File: config.mk
export PLATFORM = sky130hd
export DESIGN_NAME = turn_controller_flat
export DESIGN_NICKNAME = d
export VERILOG_FILES = /design/src/rtl/game_pkg.sv /design/src/rtl/turn_controller_if.sv /design/src/rtl/turn_controller_reveal_timer.sv /design/src/rtl/turn_controller.sv /design/src/flat_wrapper.sv
export SDC_FILE = /design/constraint.sdc
export NUM_CORES = 1
export LEC_CHECK = 0
export BUFFER_PORTS_ARGS = -buffer_cell sky130_fd_sc_hd__buf_4
export CAP_MARGIN = 10
export CORE_ASPECT_RATIO = 1.1
export CORE_MARGIN = 3
export CORE_UTILIZATION = 61
export CTS_CLUSTER_SIZE = 14
export DETAILED_ROUTE_END_ITERATION = 8
export GPL_TIMING_DRIVEN = 0
export MAX_ROUTING_LAYER = met4
export PLACE_DENSITY = 0.84
export SLEW_MARGIN = 20
export SYNTH_ARGS = -nofsm -noshare
export SYNTH_HDL_FRONTEND = slang
export SYNTH_SLANG_ARGS = --single-unit
File: constraint.sdc
create_clock -name clk -period 4.6 [get_ports clk]
set_input_delay 0.92 -clock clk [delete_from_list [all_inputs] [get_ports clk]]
set_output_delay 0.92 -clock clk [all_outputs]
set_load 0.02 [all_outputs]
File: src/rtl/game_pkg.sv
// Shared game-wide constants, FSM state encoding and small helpers for the
// Chicken Cha-Cha-Cha controller and datapath blocks.
package game_pkg;

  localparam int N_CARDS  = 16;
  localparam int CARD_W   = 4;
  localparam int PLAYER_W = 2;
  localparam int TILE_W   = 5;

  typedef enum logic [3:0] {
    IDLE,
    WAIT_FLIP,
    CHECK,
    CHECK_WAIT,
    MOVE,
    WIN_WAIT,
    REVEAL,
    NEXT,
    GAMEOVER
  } turn_state_t;

  // A player index above the last seat (N lowered mid-game) also wraps to 0.
  function automatic logic [PLAYER_W-1:0] next_player(input logic [PLAYER_W-1:0] cur,
                                                      input logic [PLAYER_W-1:0] last);
    return (cur >= last) ? '0 : cur + 1'b1;
  endfunction

endpackage

File: src/rtl/turn_controller_if.sv
// Signal bundle between the turn controller and its surroundings
// (button/card-select front end on the input side, data_path on both sides).
interface turn_controller_if;
  import game_pkg::*;

  logic                start;
  logic                flip_req;
  logic [CARD_W-1:0]   flip_card;
  logic [PLAYER_W-1:0] N;
  logic                go;
  logic                W;

  logic                A;
  logic                B;
  logic                statecombo_next_turn;
  logic [CARD_W-1:0]   position_data;
  logic [PLAYER_W-1:0] player;
  logic [N_CARDS-1:0]  face_up;
  logic                game_over;
  logic [PLAYER_W-1:0] winner;

  modport master (
    output start, flip_req, flip_card, N, go, W,
    input  A, B, statecombo_next_turn, position_data, player, face_up, game_over, winner
  );

  modport slave (
    input  start, flip_req, flip_card, N, go, W,
    output A, B, statecombo_next_turn, position_data, player, face_up, game_over, winner
  );

endinterface

File: src/rtl/turn_controller_reveal_timer.sv
// Loadable down-counter that times how long a mismatched card stays on display.
// done is high during the last counted cycle so the caller leaves on time.
module reveal_timer #(
  parameter int unsigned CYCLES = 50_000_000
) (
  input  logic clk,
  input  logic rst,
  input  logic load,
  input  logic en,
  output logic done
);

  localparam int CNT_W = $clog2(CYCLES + 1);

  logic [CNT_W-1:0] count;

  always_ff @(posedge clk) begin
    if (!rst) begin
      count <= '0;
    end else if (load) begin
      count <= CNT_W'(CYCLES);
    end else if (en && (count != '0)) begin
      count <= count - 1'b1;
    end
  end

  assign done = (count == CNT_W'(1));

endmodule

File: src/rtl/turn_controller.sv
// Turn sequencer: accepts card flips, strobes the datapath compare/move checks,
// holds mismatches on display and rotates the turn among players 0..N.
module turn_controller
  import game_pkg::*;
#(
  parameter int unsigned REVEAL_CYCLES = 50_000_000
) (
  input logic              clk,
  input logic              rst,
  turn_controller_if.slave bus
);

  turn_state_t         state, state_n;
  logic                cmp_strobe, cmp_strobe_n;
  logic                move_strobe, move_strobe_n;
  logic                turn_strobe, turn_strobe_n;
  logic [CARD_W-1:0]   pos, pos_n;
  logic [PLAYER_W-1:0] player, player_n;
  logic [N_CARDS-1:0]  face, face_n;
  logic                over;
  logic [PLAYER_W-1:0] winner, winner_n;
  logic                timer_load;
  logic                timer_done;

  reveal_timer #(.CYCLES(REVEAL_CYCLES)) u_timer (
    .clk  (clk),
    .rst  (rst),
    .load (timer_load),
    .en   (state == REVEAL),
    .done (timer_done)
  );

  // Strobes are computed on the transition into their state so that the
  // registered copies line up exactly with CHECK, MOVE and NEXT.
  always_comb begin
    state_n       = state;
    cmp_strobe_n  = 1'b0;
    move_strobe_n = 1'b0;
    turn_strobe_n = 1'b0;
    pos_n         = pos;
    player_n      = player;
    face_n        = face;
    winner_n      = winner;
    timer_load    = 1'b0;

    case (state)
      IDLE: begin
        if (bus.start) begin
          state_n  = WAIT_FLIP;
          player_n = '0;
          face_n   = '0;
        end
      end
      WAIT_FLIP: begin
        if (bus.flip_req && !face[bus.flip_card]) begin
          pos_n                 = bus.flip_card;
          face_n[bus.flip_card] = 1'b1;
          cmp_strobe_n          = 1'b1;
          state_n               = CHECK;
        end
      end
      CHECK: state_n = CHECK_WAIT;
      CHECK_WAIT: begin
        if (bus.go) begin
          move_strobe_n = 1'b1;
          state_n       = MOVE;
        end else begin
          timer_load = 1'b1;
          state_n    = REVEAL;
        end
      end
      MOVE: state_n = WIN_WAIT;
      WIN_WAIT: begin
        if (bus.W) begin
          winner_n = player;
          state_n  = GAMEOVER;
        end else begin
          state_n = WAIT_FLIP;
        end
      end
      REVEAL: begin
        if (timer_done) begin
          turn_strobe_n = 1'b1;
          state_n       = NEXT;
        end
      end
      NEXT: begin
        face_n   = '0;
        player_n = next_player(player, bus.N);
        state_n  = WAIT_FLIP;
      end
      GAMEOVER: begin
        if (bus.start) begin
          player_n = '0;
          face_n   = '0;
          winner_n = '0;
          state_n  = WAIT_FLIP;
        end
      end
      default: state_n = IDLE;
    endcase
  end

  always_ff @(posedge clk) begin
    if (!rst) begin
      state       <= IDLE;
      cmp_strobe  <= 1'b0;
      move_strobe <= 1'b0;
      turn_strobe <= 1'b0;
      pos         <= '0;
      player      <= '0;
      face        <= '0;
      over        <= 1'b0;
      winner      <= '0;
    end else begin
      state       <= state_n;
      cmp_strobe  <= cmp_strobe_n;
      move_strobe <= move_strobe_n;
      turn_strobe <= turn_strobe_n;
      pos         <= pos_n;
      player      <= player_n;
      face        <= face_n;
      over        <= (state_n == GAMEOVER);
      winner      <= winner_n;
    end
  end

  assign bus.A                    = cmp_strobe;
  assign bus.B                    = move_strobe;
  assign bus.statecombo_next_turn = turn_strobe;
  assign bus.position_data        = pos;
  assign bus.player               = player;
  assign bus.face_up              = face;
  assign bus.game_over            = over;
  assign bus.winner               = winner;

endmodule

File: src/flat_wrapper.sv
// flat-port wrapper written by rule: the top's interface ports become plain ports
module turn_controller_flat import game_pkg::*;
#(
  parameter int unsigned REVEAL_CYCLES = 50_000_000
)
  (clk, rst, bus_start, bus_flip_req, bus_flip_card, bus_N, bus_go, bus_W, bus_A, bus_B, bus_statecombo_next_turn, bus_position_data, bus_player, bus_face_up, bus_game_over, bus_winner);
  turn_controller_if bus_i ();
  input logic clk;
  input logic rst;
  input wire logic [$bits(bus_i.start)-1:0] bus_start;
  input wire logic [$bits(bus_i.flip_req)-1:0] bus_flip_req;
  input wire logic [$bits(bus_i.flip_card)-1:0] bus_flip_card;
  input wire logic [$bits(bus_i.N)-1:0] bus_N;
  input wire logic [$bits(bus_i.go)-1:0] bus_go;
  input wire logic [$bits(bus_i.W)-1:0] bus_W;
  output wire logic [$bits(bus_i.A)-1:0] bus_A;
  output wire logic [$bits(bus_i.B)-1:0] bus_B;
  output wire logic [$bits(bus_i.statecombo_next_turn)-1:0] bus_statecombo_next_turn;
  output wire logic [$bits(bus_i.position_data)-1:0] bus_position_data;
  output wire logic [$bits(bus_i.player)-1:0] bus_player;
  output wire logic [$bits(bus_i.face_up)-1:0] bus_face_up;
  output wire logic [$bits(bus_i.game_over)-1:0] bus_game_over;
  output wire logic [$bits(bus_i.winner)-1:0] bus_winner;
  assign bus_i.start = bus_start;
  assign bus_i.flip_req = bus_flip_req;
  assign bus_i.flip_card = bus_flip_card;
  assign bus_i.N = bus_N;
  assign bus_i.go = bus_go;
  assign bus_i.W = bus_W;
  assign bus_A = bus_i.A;
  assign bus_B = bus_i.B;
  assign bus_statecombo_next_turn = bus_i.statecombo_next_turn;
  assign bus_position_data = bus_i.position_data;
  assign bus_player = bus_i.player;
  assign bus_face_up = bus_i.face_up;
  assign bus_game_over = bus_i.game_over;
  assign bus_winner = bus_i.winner;
  turn_controller #(.REVEAL_CYCLES(REVEAL_CYCLES)) u_core (.clk(clk), .rst(rst), .bus(bus_i));
endmodule
After elaboration in Yosys (flattened, before gate mapping)

Cells that the tools add are included.

Output and inout port bits: 28
Bits in latches: 0
Bits in registers: 58
Memories: 0
Memory bits (writable): 0
Input bits: 12
Memory bits (read-only): 0

Equality and inequality tests: 14
Shifts and indexed selects: 0
$lt $le $gt $ge: 3
Mux-type cells: 25
Div/mod/pow operators: 0
$mul: 0
Add/subtract/negate cells: 2
Reduce and logical (&&, ||, !) cells: 19
Bitwise operators: 2

Operator list:

| kind                                                                                 | number |
|---|---|
| 26-bit 2-to-1 mux                                                                    | 2 |
| 16-bit case mux with 3 select lines                                                  | 1 |
| 16-bit 2-to-1 mux                                                                    | 2 |
| 4-bit case mux with 8 select lines                                                   | 1 |
| 26-bit by 1-bit == test with 1-bit output (second input constant)                    | 1 |
| 26-bit nonzero test                                                                  | 1 |
| 26-bit by 1-bit subtractor with 26-bit output (second input constant)                | 1 |
| 4-bit by 3-bit == test with 1-bit output (second input constant)                     | 4 |
| 4-bit 2-to-1 mux                                                                     | 4 |
| 16-bit bitwise OR                                                                    | 1 |
| 2-bit AND reduction                                                                  | 5 |
| 4-bit by 2-bit == test with 1-bit output (second input constant)                     | 2 |
| 4-bit == test (second input constant)                                                | 2 |
| 2-bit 2-to-1 mux                                                                     | 4 |
| 2-bit case mux with 2 select lines                                                   | 2 |
| 1-bit 2-to-1 mux                                                                     | 7 |
| 3-bit AND reduction                                                                  | 2 |
| 2-bit nonzero test                                                                   | 3 |
| 4-bit by 5-bit less-than comparator with 1-bit output (second input constant)        | 1 |
| 1-bit binary-select mux with 4-bit select                                            | 1 |
| 1-bit demux with 4-bit select                                                        | 1 |
| 4-bit by 1-bit == test with 1-bit output (second input constant)                     | 1 |
| 4-bit by 1-bit greater-or-equal comparator with 1-bit output (second input constant) | 1 |
| 4-bit zero test                                                                      | 1 |
| 9 further kinds                                                                      | 14 |

Depth between registers and ports, before layout

Word-level depth: 7
Gate-level depth with buffers: 7

By module

A second synthesis with hierarchy kept.

Cell total of the unflattened synthesis: 329
Area total of the unflattened synthesis: 3049.2 sq um

By module, submodules not included:

| module          | cells each | seq. area each (sq um) | area each (sq um) | times used |
|---|---|---|---|---|
| turn_controller | 173        | 640.6                  | 1670.4            | 1 |
| reveal_timer    | 156        | 520.5                  | 1378.8            | 1 |

Worst setup path after synthesis

OpenSTA, ideal clock, no wires.

Kind: input-to-reg
Start point: input port bus_flip_card[1]
End point: register u_core.face[8] (netlist: u_core.bus.face_up[8])
Stages: 6
Required time: 4.499 ns
Path slack: 1.985 ns
Path buffers: 2
Arrival: 2.514 ns
Path through: buf_2 -> mux2_2 -> a222oi_1 -> nand4_1 -> buf_2 -> o41ai_1

Word-level cells in the longest chain between the ends: 7
Elaborated cells on any way between the ends: 14
Those cells by class: 2 x order compare; 1 x eq/ne; 6 x mux; 1 x bitwise; 4 x reduce/logical

RTL lines:

| what                                                                                                                                                               | RTL line               | source |
|---|---|---|
| from (decl)                                                                                                                                                        | flat_wrapper.sv:12     | `input wire logic [$bits(bus_i.flip_card)-1:0] bus_flip_card;` |
| 4-bit by 5-bit less-than comparator with 1-bit output (implied by the code) / 4-bit by 1-bit greater-or-equal comparator with 1-bit output (equally long branches) | turn_controller.sv:57  | `face_n[bus.flip_card] = 1'b1;` |
| 1-bit logical AND (implied by the code)                                                                                                                            | turn_controller.sv:57  |  |
| 1-bit 2-to-1 mux (implied by the code)                                                                                                                             | turn_controller.sv:57  |  |
| 1-bit demux with 4-bit select                                                                                                                                      | n/a                    |  |
| 16-bit bitwise OR (no line)                                                                                                                                        | n/a                    |  |
| 16-bit 2-to-1 mux                                                                                                                                                  | turn_controller.sv:55  | `if (bus.flip_req && !face[bus.flip_card]) begin` |
| 16-bit case mux with 3 select lines                                                                                                                                | turn_controller.sv:46  | `case (state)` |
| to (signal assigned)                                                                                                                                               | turn_controller.sv:122 | `face <= face_n;` |
| to (decl)                                                                                                                                                          | turn_controller.sv:19  | `logic [N_CARDS-1:0] face, face_n;` |

Several ways; a longest one is shown, not always the timed one. The select of a mux whose other input is x is not followed.
A chain may end at the register's enable or synchronous reset.

Worst setup path after layout

Start point: input port bus_flip_card[1]
End point: register u_core.face[12] (netlist: u_core.bus.face_up[12])

The elaborated chain is that of the path after synthesis.

==> flow_metrics.env <==
export IMPL_status="complete, no violations"
export IMPL_required_ns=4.89
export IMPL_drt_drc_violations_left=0
export IMPL_grt_max_degree=11
export IMPL_antenna_left=0
export IMPL_synth_flop_cell="dfxtp_1"
export IMPL_synth_seq_cells=58
export IMPL_synth_compound_area_frac=0.223
export IMPL_synth_top_family_by_area="simple AND/OR/NAND/NOR gates"
export IMPL_via_per_inst=6.19
export IMPL_synthDistinctLibCells=53
export IMPL_ctsHtreeMaxLevel=3
export IMPL_crit_chain="buf_4 -> buf_2 -> mux2_2 -> a222oi_1 -> nand4_1 -> buf_2 -> nor3_1 -> o21a_1"
export IMPL_async_flop_share=0
export IMPL_crit_type="in -> reg"
export IMPL_num_io_pins=40
export IMPL_hp_start="u_core.bus.winner[0]"
export IMPL_syn_area_um2=2900
export IMPL_post_route_min_period_ns=2.71
export IMPL_clk_pin_slew_ns=0.07
export IMPL_worstMarginPinSlew_ns=0.792
export IMPL_setup_violations_final=0
export IMPL_pre_cts_slack_ns=1.56
export IMPL_slowest_delay_ns=0.38
export IMPL_fin_tns_setup_ns=0
export IMPL_rsz0062_at_grt="false"
export IMPL_ir_drop_v=0.000186
export IMPL_antenna_found_initial=0
export IMPL_ys_seq_area_frac=0.400
export IMPL_fillerInstances=342
export IMPL_cts_setup_buffers=0
export IMPL_avgSynthCellArea_um2=8.94
export IMPL_area_growth_pct=17.7
export IMPL_p_leak_nw=1.34
export IMPL_power_density_nw_per_um2=305
export IMPL_hpwlAfterDp_mm=4.85
export IMPL_cp_startpoint="bus_flip_card[1]"
export IMPL_maxSlewHeadroom=0.466
export IMPL_initial_core_util=0.654
export IMPL_cp_common_cell="buf_2"
export IMPL_cts_num_sinks=58
export IMPL_synth_edff_count=0
export IMPL_clockBufferDepth=2
export IMPL_clock_fmax_mhz=370
export IMPL_grt_pass1_wl_mm=11.5
export IMPL_synthCells=325
export IMPL_maxSlewViolCount=0
export IMPL_layout_commonest_cell="dfxtp_1"
export IMPL_clock_skew_ns=0.00481
export IMPL_final_cell_mix="dfxtp_1 (58), buf_4 (38), nand2_1 (22)"
export IMPL_die_y_um=78.4
export IMPL_gp_congestion=0.892
export IMPL_vias=2679
export IMPL_critPathSlowestCell="mux2_2"
export IMPL_cts_buffers=9
export IMPL_worstPathMaxFanout=10
export IMPL_synth_mux_area_frac=0.0409
export IMPL_critPathLaunchType="input port"
export IMPL_path_delay_family="buffers and inverters"
export IMPL_overflow=0
export IMPL_drv_cap=0
export IMPL_layout_setup_ws_ns=1.89
export IMPL_finalCritPeriodShare=0.588
export IMPL_wl_mm=6.68
export IMPL_synth_fa_ha_area_frac=0.0215
export IMPL_drtIter0Drc=147
export IMPL_r2r_start="u_core.u_timer.count[20]"
export IMPL_groute_usage_overall=0.266
export IMPL_ys_warn_count=0
export IMPL_antenna_cells=0
export IMPL_grt_pass1_vias=2554
export IMPL_drtPass1Iterations=4
export IMPL_cts_tree="yes"
export IMPL_die_x_um=71.8
export IMPL_critPathBufInv=3
export IMPL_post_cts_resized=0
export IMPL_insertion_delay_ns=0.34
export IMPL_cp_arrival_ns=2.99
export IMPL_coreArea_um2=4440
export IMPL_root_buffer="clkbuf_8"
export IMPL_finalHoldViolCount=0
export IMPL_io_buffers=38
export IMPL_core_rowCount=25
export IMPL_drive_above_1_share=0.201
export IMPL_end_kind="flip-flop"
export IMPL_yosys_area_share_simple=0.259
export IMPL_finalNetCount=391
export IMPL_die_area_um2=5630
export IMPL_synth_xor_area_frac=0.0151
export IMPL_ctsHoldBuffers=0
export IMPL_avgRoutedWirePerCell_um=15.4
export IMPL_synth_nets=342
export IMPL_hold_class="reg -> reg"
==> worst reg2reg max path, cell delays in order, from the launching register on <==
cell and delay (ns):
dfxtp_1 0.36, nor3_1 0.32, nand4_1 0.31, o311ai_1 0.56, buf_2 0.33, nor3_1 0.08
o31a_1 0.27
==> flip-flops by register name, summed over array words and instances (netlist names), 2 cells and up <==
name / count
u_core.u_timer.count: 26
u_core.bus.face_up: 16
u_core.bus.position_data: 4
u_core.state: 4
u_core.bus.player: 2
u_core.bus.winner: 2
==> power by group <==
group          leakage, nW  total [W]  switching, W  internal, W
clock               0.0896   0.000397      0.000206     0.000191
combinational        0.781   0.000126     0.0000798    0.0000459
sequential           0.468   0.000520    0.00000815     0.000512
==> final timing paths <==
| path | endpoint | slack, ns | cells past startpoint |
|---|---|---|---|
| worst min register to register | u_core.bus.winner[0] | 0.48 | 2 |
| worst max register to register | u_core.u_timer.count[20] | 2.26 | 6 |
| worst max-delay path | u_core.bus.face_up[12] | 1.89 | 8 |
| worst min-delay path | u_core.bus.winner[0] | 0.48 | 2 |
==> synthesized netlist by cell type (all sizes together), types with 5 or more instances <==
cell	n	area share
nor4	15	0.032
nand2b	8	0.017
or3	6	0.013
o31a	21	0.063
o21a	17	0.044
nand2	22	0.028
ha	5	0.022
a21oi	11	0.019
inv	8	0.010
or4	7	0.018
nor2	15	0.019
buf	7	0.012
nand3	8	0.016
clkbuf	14	0.018
nor3	24	0.049
o21ai	12	0.021
dfxtp	58	0.40
==> metal layers <==
metal / part of all wire / routed length [um] / global-route usage
met1: 0.45 / 3000 / 0.309
met2: 0.49 / 3280 / 0.443
met3: 0.040 / 268 / 0.0397
met4: 0.019 / 129 / 0.139
met5: 0 / 0 / -
==> cell families after synthesis <==
family | count (synthesis)
AO/OA/AOI/OAI | 87
AND/OR/NAND/NOR | 132
adder cells (fa/ha/maj) | 5
multiplexers | 9
buffers and inverters | 29
flip-flops | 58
XOR/XNOR | 5
==> final cells by class <==
cell class | count | area, um2 | share of cell area
multi-input cells | 238 | 1630 | 0.475
flip-flops and latches | 58 | 1160 | 0.340
repair buffers | 38 | 285 | 0.0835
clock buffers | 10 | 128 | 0.0373
plain buffers | 21 | 87.6 | 0.0256
well taps | 54 | 67.6 | 0.0198
clock inverters | 6 | 33.8 | 0.00988
inverters | 8 | 30.0 | 0.00878
==> through the flow <==
step                      hold slack (ns)  cells  total power (W)  utilization  area (um2)
after global routing                0.494    433          0.00109        0.770        3420
after global placement              0.464    417         0.000653        0.733        3260
after detailed placement            0.469    417         0.000656        0.733        3260
after CTS                           0.485    433          0.00105        0.770        3420
final                               0.484    433          0.00104        0.770        3420
after floorplan                     0.452    325         0.000617            -        2900
Power figures use the tool's default switching activity.
